==> src/rtl/pyamnihc_count_uart_tx.sv <==
// 8N1 UART serializer for counter samples; valid/ready input, LSB-first frame on tx, wrapping frame counter.
// Accepts one sample per frame when idle and enabled; tx and busy are registered, in_ready is combinational.
module pyamnihc_count_uart_tx #(
  parameter int CLKS_PER_BIT = 16,
  parameter int DATA_W       = 8
) (
  input  logic              clk,
  input  logic              rst_n,
  input  logic              ena,
  input  logic [DATA_W-1:0] in_data,
  input  logic              in_valid,
  output logic              in_ready,
  output logic              tx,
  output logic              busy,
  output logic [7:0]        frames_sent
);

  localparam int CNT_W = $clog2(CLKS_PER_BIT);
  localparam logic [CNT_W-1:0] CNT_MAX  = CNT_W'(CLKS_PER_BIT - 1);
  localparam logic [2:0]       LAST_BIT = 3'(DATA_W - 1);

  typedef enum logic [1:0] {IDLE, START, DATA, STOP} state_t;

  state_t            state_q;
  logic [CNT_W-1:0]  cnt_q;
  logic [2:0]        bit_q;
  logic [DATA_W-1:0] shift_q;
  logic              tx_q;
  logic              busy_q;
  logic [7:0]        frames_q;

  logic take;
  logic bit_done;

  assign in_ready    = (state_q == IDLE) & ena & rst_n;
  assign take        = in_valid & in_ready;
  assign bit_done    = (cnt_q == CNT_MAX);
  assign tx          = tx_q;
  assign busy        = busy_q;
  assign frames_sent = frames_q;

  always_ff @(posedge clk or negedge rst_n) begin
    if (!rst_n) begin
      state_q  <= IDLE;
      cnt_q    <= '0;
      bit_q    <= '0;
      shift_q  <= '0;
      tx_q     <= 1'b1;
      busy_q   <= 1'b0;
      frames_q <= '0;
    end else begin
      case (state_q)
        IDLE: begin
          tx_q   <= 1'b1;
          busy_q <= 1'b0;
          if (take) begin
            state_q <= START;
            cnt_q   <= '0;
            shift_q <= in_data;
            tx_q    <= 1'b0;
            busy_q  <= 1'b1;
          end
        end
        START: begin
          if (bit_done) begin
            state_q <= DATA;
            cnt_q   <= '0;
            bit_q   <= '0;
            tx_q    <= shift_q[0];
          end else begin
            cnt_q <= cnt_q + CNT_W'(1);
          end
        end
        DATA: begin
          if (bit_done) begin
            cnt_q   <= '0;
            shift_q <= shift_q >> 1;
            if (bit_q == LAST_BIT) begin
              state_q <= STOP;
              tx_q    <= 1'b1;
            end else begin
              bit_q <= bit_q + 3'd1;
              // next bit is driven straight from the pre-shift register
              tx_q  <= shift_q[1];
            end
          end else begin
            cnt_q <= cnt_q + CNT_W'(1);
          end
        end
        STOP: begin
          if (bit_done) begin
            state_q  <= IDLE;
            cnt_q    <= '0;
            busy_q   <= 1'b0;
            frames_q <= frames_q + 8'd1;
          end else begin
            cnt_q <= cnt_q + CNT_W'(1);
          end
        end
        default: begin
          state_q <= IDLE;
          tx_q    <= 1'b1;
          busy_q  <= 1'b0;
        end
      endcase
    end
  end

endmodule

==> config.mk <==
export PLATFORM = sky130hd
export DESIGN_NAME = pyamnihc_count_uart_tx
export DESIGN_NICKNAME = d
export VERILOG_FILES = /design/src/rtl/pyamnihc_count_uart_tx.sv
export SDC_FILE = /design/constraint.sdc
export NUM_CORES = 1
export LEC_CHECK = 0
export BUFFER_PORTS_ARGS = -buffer_cell sky130_fd_sc_hd__buf_4
export CAP_MARGIN = 20
export CORE_AREA = 4 4 73 75
export CTS_BUF_LIST = sky130_fd_sc_hd__clkbuf_8
export CTS_CLUSTER_SIZE = 40
export DETAILED_ROUTE_END_ITERATION = 8
export DIE_AREA = 0 0 77 79
export PLACE_DENSITY = 0.57
export SLEW_MARGIN = 40
export SYNTH_ARGS = -nofsm -noshare
export SYNTH_HDL_FRONTEND = slang
export SYNTH_SLANG_ARGS = --single-unit
export TNS_END_PERCENT = 50
==> constraint.sdc <==
create_clock -name clk -period 2.01 [get_ports clk]
set_input_delay 0.1005 -clock clk [delete_from_list [all_inputs] [get_ports clk]]
set_output_delay 0.1005 -clock clk [all_outputs]
set_load 0.02 [all_outputs]
==> results of run 1 <==
[registers in the layout (all words and copies together), names as in the netlist]
| signal | count |
|---|---|
| state_q | 2 |
| frames_sent | 8 |
| busy | 1 |
| tx | 1 |
| shift_q | 8 |
| bit_q | 3 |
| cnt_q | 4 |
[per-stage QoR]
stage                     total power (W)  instance area [um^2]  instances
after floorplan                  0.000580                  1580        138
after global placement           0.000614                  1810        214
after detailed placement         0.000616                  1810        214
after CTS                        0.000919                  1860        219
after global routing             0.000957                  1860        219
final                            0.000902                  1860        219
[cell usage after synthesis (3+ instances only)]
library cell  instances
dfrtp_1              26
mux2_2               17
ha_1                 10
nand2_1               7
nand4_1               6
a21oi_1               5
inv_1                 5
nand3_1               5
nor2b_1               5
nor2_1                4
xnor2_1               4
and3_1                3
mux2i_1               3
nand2b_1              3
nor3_1                3
nor3b_1               3
o21ai_0               3
xor2_1                3
[where the power goes]
| part | leakage, nW | internal, W | total, W | switching, W |
|---|---|---|---|---|
| combinational | 0.495 | 0.0000273 | 0.0000501 | 0.0000228 |
| sequential | 0.330 | 0.000551 | 0.000555 | 0.00000397 |
| clock | 0.0269 | 0.000137 | 0.000297 | 0.000161 |
| total | 0.852 | 0.000715 | 0.000902 | 0.000187 |
[critical path: stages, from the launching register on]
cell and delay, ps:
dfrtp_1 420, inv_1 100, ha_1 270, or3_4 400, a221oi_4 260, mux2_1 350
[cells in the final DEF, fill, tap and decap left out, drive strengths merged, types with 2 or more instances in the layout]
| cell | instances |
|---|---|
| a2bb2oi | 2 |
| buf | 26 |
| nor3 | 3 |
| mux2 | 19 |
| a21oi | 5 |
| inv | 6 |
| xor2 | 3 |
| dfrtp | 26 |
| nor2 | 4 |
| nand3 | 6 |
| and3 | 3 |
| nor3b | 3 |
| nor2b | 5 |
| clkbuf | 3 |
| o21ai | 3 |
| nand2 | 7 |
| mux2i | 3 |
| nand2b | 3 |
| xnor2 | 4 |
| nand4 | 6 |
| ha | 10 |
| a31o | 2 |
[kinds of logic (layout without fill, tap and decap cells)]
group,Yosys count,count (layout),share of synthesized area
AOI/OAI and AO/OA,20,20,0.106
xor gates and xnor gates,7,7,0.0389
muxes,22,22,0.157
buffers and inverters,9,36,0.0317
adders and majority gates,10,10,0.0793
and+or+nand+nor,43,43,0.158
DFF,27,27,0.429
[layer usage]
layer	global-route usage	vias to the layer above	wire length, um	share of wire
met5	0	-	0	0
met4	0.0107	0	0	0
met3	0.0295	0	128	0.042
met2	0.186	17	1540	0.50
met1	0.139	549	1410	0.46
li1	-	558	-	-
[layout make-up]
cell class	count	share of cell area
inverters	5	0.0101
repair buffers	27	0.110
well taps	54	0.0362
flip-flops and latches	27	0.363
clock buffers	3	0.0221
multi-input cells	102	0.456
clock inverters	1	0.00201
[worst paths after layout]
kind	start	endpoint	depth (start not counted)
setup / recovery	state_q[1]$_DFFE_PN0P_	state_q[1]$_DFFE_PN0P_	5
hold / removal	in_data[7]	shift_q[7]$_DFFE_PN0P_	3
setup reg to reg	state_q[1]$_DFFE_PN0P_	state_q[1]$_DFFE_PN0P_	5
hold reg to reg	frames_sent[7]$_DFFE_PN0P_	frames_sent[7]$_DFFE_PN0P_	1
max in group asynchronous	rst_n	tx$_DFFE_PN1P_	3
min in group asynchronous	rst_n	cnt_q[3]$_DFFE_PN0P_	3
==> flow_summary.ini, run 1 <==
[run_status]
status = finished clean

[sta]
hold_viol = 0
fmax_ghz = 0.524
finClkSkew_ps = 1.32
post-route-period-util = 0.950
worst_hold_slack_ps = 177
finalSetupTns_ps = 0
relSlewSlack = 0.755
period_needed_ps = 1910
rsz0062_at_grt = false
finalWorstSetupSlack_ps = 99.9
worst_pin_slew_ps = 367
final_max_slew_viol_count = 0
setup_viol = 0

[synth]
synthesis.nets = 160
synthTopCellsByArea = dfrtp_1 (41%), mux2_2 (12%), ha_1 (7.9%)
synthFlopType = dfrtp_1
yosysWarnings = 0
synth_top_area_cell = dfrtp_1
synthesis.area_um2 = 1580
ys_types = 38
yosysSeqAreaShare = 0.429
synth_edf_count = 0
syn_inst = 138
avgSynthCellArea_um2 = 11.4
ys_ff_latch = 27
async_flop_share = 1.00
synth_top_area_share = 0.412

[clocking]
cts_buffers = 3
htreeDepth = 1
hold_buffers = 1
clk_latency_ps = 270
cts_setup_buffers = 0
root_buffer = clkbuf_8
cts_resized = 0
clock-sinks = 27
cts_tree = done
clk_pin_slew_ps = 90
clockBufferDepth = 2

[floorplan]
rows = 25
die_area_um2 = 6080
coreArea_um2 = 4660
start_util = 0.339
die_y_um = 79
ioPinCount = 23
die_w_um = 77

[final_layout]
final_nets = 188
layout-drive-gt1-share = 0.327
diodes = 0
final_core_utilization = 0.400
ff_latch_area_um2 = 677
area_delta_synth_final_pct = 18.2
nFillCells = 472
multiInputGateArea_um2 = 851

[placement]
place_congestion = 0.699
dp_slack_ps = 107
dp_hpwl_mm = 2.37
port_buffers = 22

[grt]
grt_max_degree = 30
grt_pass1_wl_mm = 5.39
grt_pass1_vias = 1155
track_usage = 0.107
antenna_found_initial = 0
grt_overflow = 0

[detailed_routing]
drt-total-wl_mm = 3.08
antenna_left = 0
wl_per_cell_um = 14.1
vias = 1124
dr.first_iter.drc_count = 49
drt_first_pass_iters = 4
remaining_drc_errors = 0
vias_per_cell = 5.13

[worst_setup_path]
required_ps = 2160
start_kind = register
critPathMaxFanout = 7
r2r_slack_ps = 100
crit_arrival_ps = 2060
cp-end-kind = register
crit_type = reg2reg

[power_and_ir_drop]
p_leak_nw = 0.852
p_per_area_nw_per_um2 = 484
vdd_drop_max_mv = 0.328

[run]
max_cap_violations = 0

[worst_hold_path]
min_path_type = in2reg
No activity file was read; power rests on OpenSTA's default activity.
==> run 2, diff against run 1 <==
- CELL_PAD_IN_SITES_DETAIL_PLACEMENT: not set -> 0
- CELL_PAD_IN_SITES_GLOBAL_PLACEMENT: not set -> 1
- PLACE_DENSITY: 0.57 -> 0.67
==> run 2 against run 1 <==
Die area did not move. Cell area rose by 0.34%. Final cell count did not move. Largest power group unchanged. Highest routed layer is now met4.
==> flow_summary.ini, run 2 (synthesis results as in run 1) <==
[floorplan]
rows = 25
start_util = 0.339
coreArea_um2 = 4660
die_area_um2 = 6080
die_y_um = 79
die_w_um = 77
ioPinCount = 23

[worst_setup_path]
crit_type = reg2reg
crit_arrival_ps = 2050
r2r_slack_ps = 120
rr_worst_depth = 5
critPathMaxFanout = 4
required_ps = 2170
reg2reg_to = state_q[1]$_DFFE_PN0P_
crit-reg2reg-launch = state_q[0]$_DFFE_PN0P_
start_kind = register
cp-end-kind = register

[clocking]
htreeDepth = 1
clk_pin_slew_ps = 90
clock-sinks = 27
cts_tree = done
clk_latency_ps = 280
root_buffer = clkbuf_8
cts_buffers = 3
clockBufferDepth = 2
cts_setup_buffers = 0

[detailed_routing]
remaining_drc_errors = 0
antenna_left = 0
drt_first_pass_iters = 4
vias_per_cell = 5.22
dr.first_iter.drc_count = 55
wl_per_cell_um = 15.1
drt-total-wl_mm = 3.30
vias = 1143

[run]
max_cap_violations = 0

[grt]
grt_pass1_wl_mm = 5.73
grt_overflow = 0
track_usage = 0.116
grt_max_degree = 30
antenna_found_initial = 0
grt_pass1_vias = 1204

[sta]
post-route-period-util = 0.939
rsz0062_at_grt = false
finClkSkew_ps = 6.14
relSlewSlack = 0.731
final_max_slew_viol_count = 0
setup_viol = 0
hold_viol = 0
period_needed_ps = 1890
worst_pin_slew_ps = 403
finalSetupTns_ps = 0
fmax_ghz = 0.530

[power_and_ir_drop]
vdd_drop_max_mv = 0.355
p_leak_nw = 0.846
p_per_area_nw_per_um2 = 495

[worst_hold_path]
min_path_cells = 3
min_path_type = in2reg
min_to = shift_q[7]$_DFFE_PN0P_
min_from = in_data[7]

[final_layout]
area_delta_synth_final_pct = 18.6
diodes = 0
nFillCells = 467
mostFrequentLayoutCells = dfrtp_1 (26), buf_4 (26), mux2_2 (17)
final_nets = 188
layout-drive-gt1-share = 0.345
final_core_utilization = 0.401
ff_latch_area_um2 = 677
multiInputGateArea_um2 = 856

[placement]
place_congestion = 0.724
dp_hpwl_mm = 2.42
port_buffers = 22

[run_status]
status = finished clean
-- run 2: cell count changes in the layout (fill, tap and decap cells not counted), sizes merged --
| cell | delta |
|---|---|
| clkinv | +1 |
| inv | -1 |
-- run 2: area by class of cell --
cell class	count	share of cell area
tap	54	0.0361
clock buffer	3	0.0221
clock inverter	1	0.00268
multi-input combinational	102	0.458
timing repair buffer	27	0.110
inverter	5	0.0100
sequential	27	0.362
-- run 2: what timing repair did --
action | 4_1_cts | 5_1_grt
endpoints found under the setup margin | 0 | 8
hold buffers | 1 | 0
hold endpoints to repair | 26 | 0
resized for setup | 0 | 2
-- run 2: critical path, cell delays in order (launching register included) --
cell	delay, ps
dfrtp_1	430
inv_1	120
ha_1	230
or3_4	400
a221oi_4	260
mux2_1	350
-- run 2: worst max path at each step --
stage | to | startpoint | slack [ps] | cells past startpoint
4_1_cts | shift_q[6]$_DFFE_PN0P_ | state_q[0]$_DFFE_PN0P_ | 80 | 6
3_3_place_gp | shift_q[3]$_DFFE_PN0P_ | state_q[0]$_DFFE_PN0P_ | 190 | 6
2_1_floorplan | state_q[1]$_DFFE_PN0P_ | state_q[0]$_DFFE_PN0P_ | 150 | 6
6_report | state_q[1]$_DFFE_PN0P_ | state_q[0]$_DFFE_PN0P_ | 120 | 5
5_1_grt | shift_q[5]$_DFFE_PN0P_ | state_q[0]$_DFFE_PN0P_ | 40 | 6
3_5_place_dp | shift_q[6]$_DFFE_PN0P_ | state_q[0]$_DFFE_PN0P_ | 110 | 6
-- run 2: power breakdown --
group	total (W)	internal, W	switching (W)	leakage, nW
logic	0.0000500	0.0000272	0.0000227	0.491
clock network	0.000322	0.000139	0.000183	0.0255
registers	0.000554	0.000551	0.00000365	0.330
total	0.000927	0.000717	0.000209	0.846
-- run 2: per-stage QoR --
step	std cells	cell area (um^2)	hold WS, ps	power, W	setup WS, ps
final	219	1870	175	0.000927	122
after global routing	219	1870	166	0.000969	39.0
after floorplan	138	1580	-195	0.000580	150
after CTS	219	1870	174	0.000937	79.5
after detailed placement	214	1810	161	0.000615	109
after global placement	214	1810	153	0.000614	190
-- run 2: metal layers --
metal  up-vias  global-route usage  routed length (um)
li1        557                   -                   -
met1       564               0.143                1530
met2        20               0.203                1610
met3         2              0.0306                 144
met4         0              0.0285                  19
met5         -                   0                   0
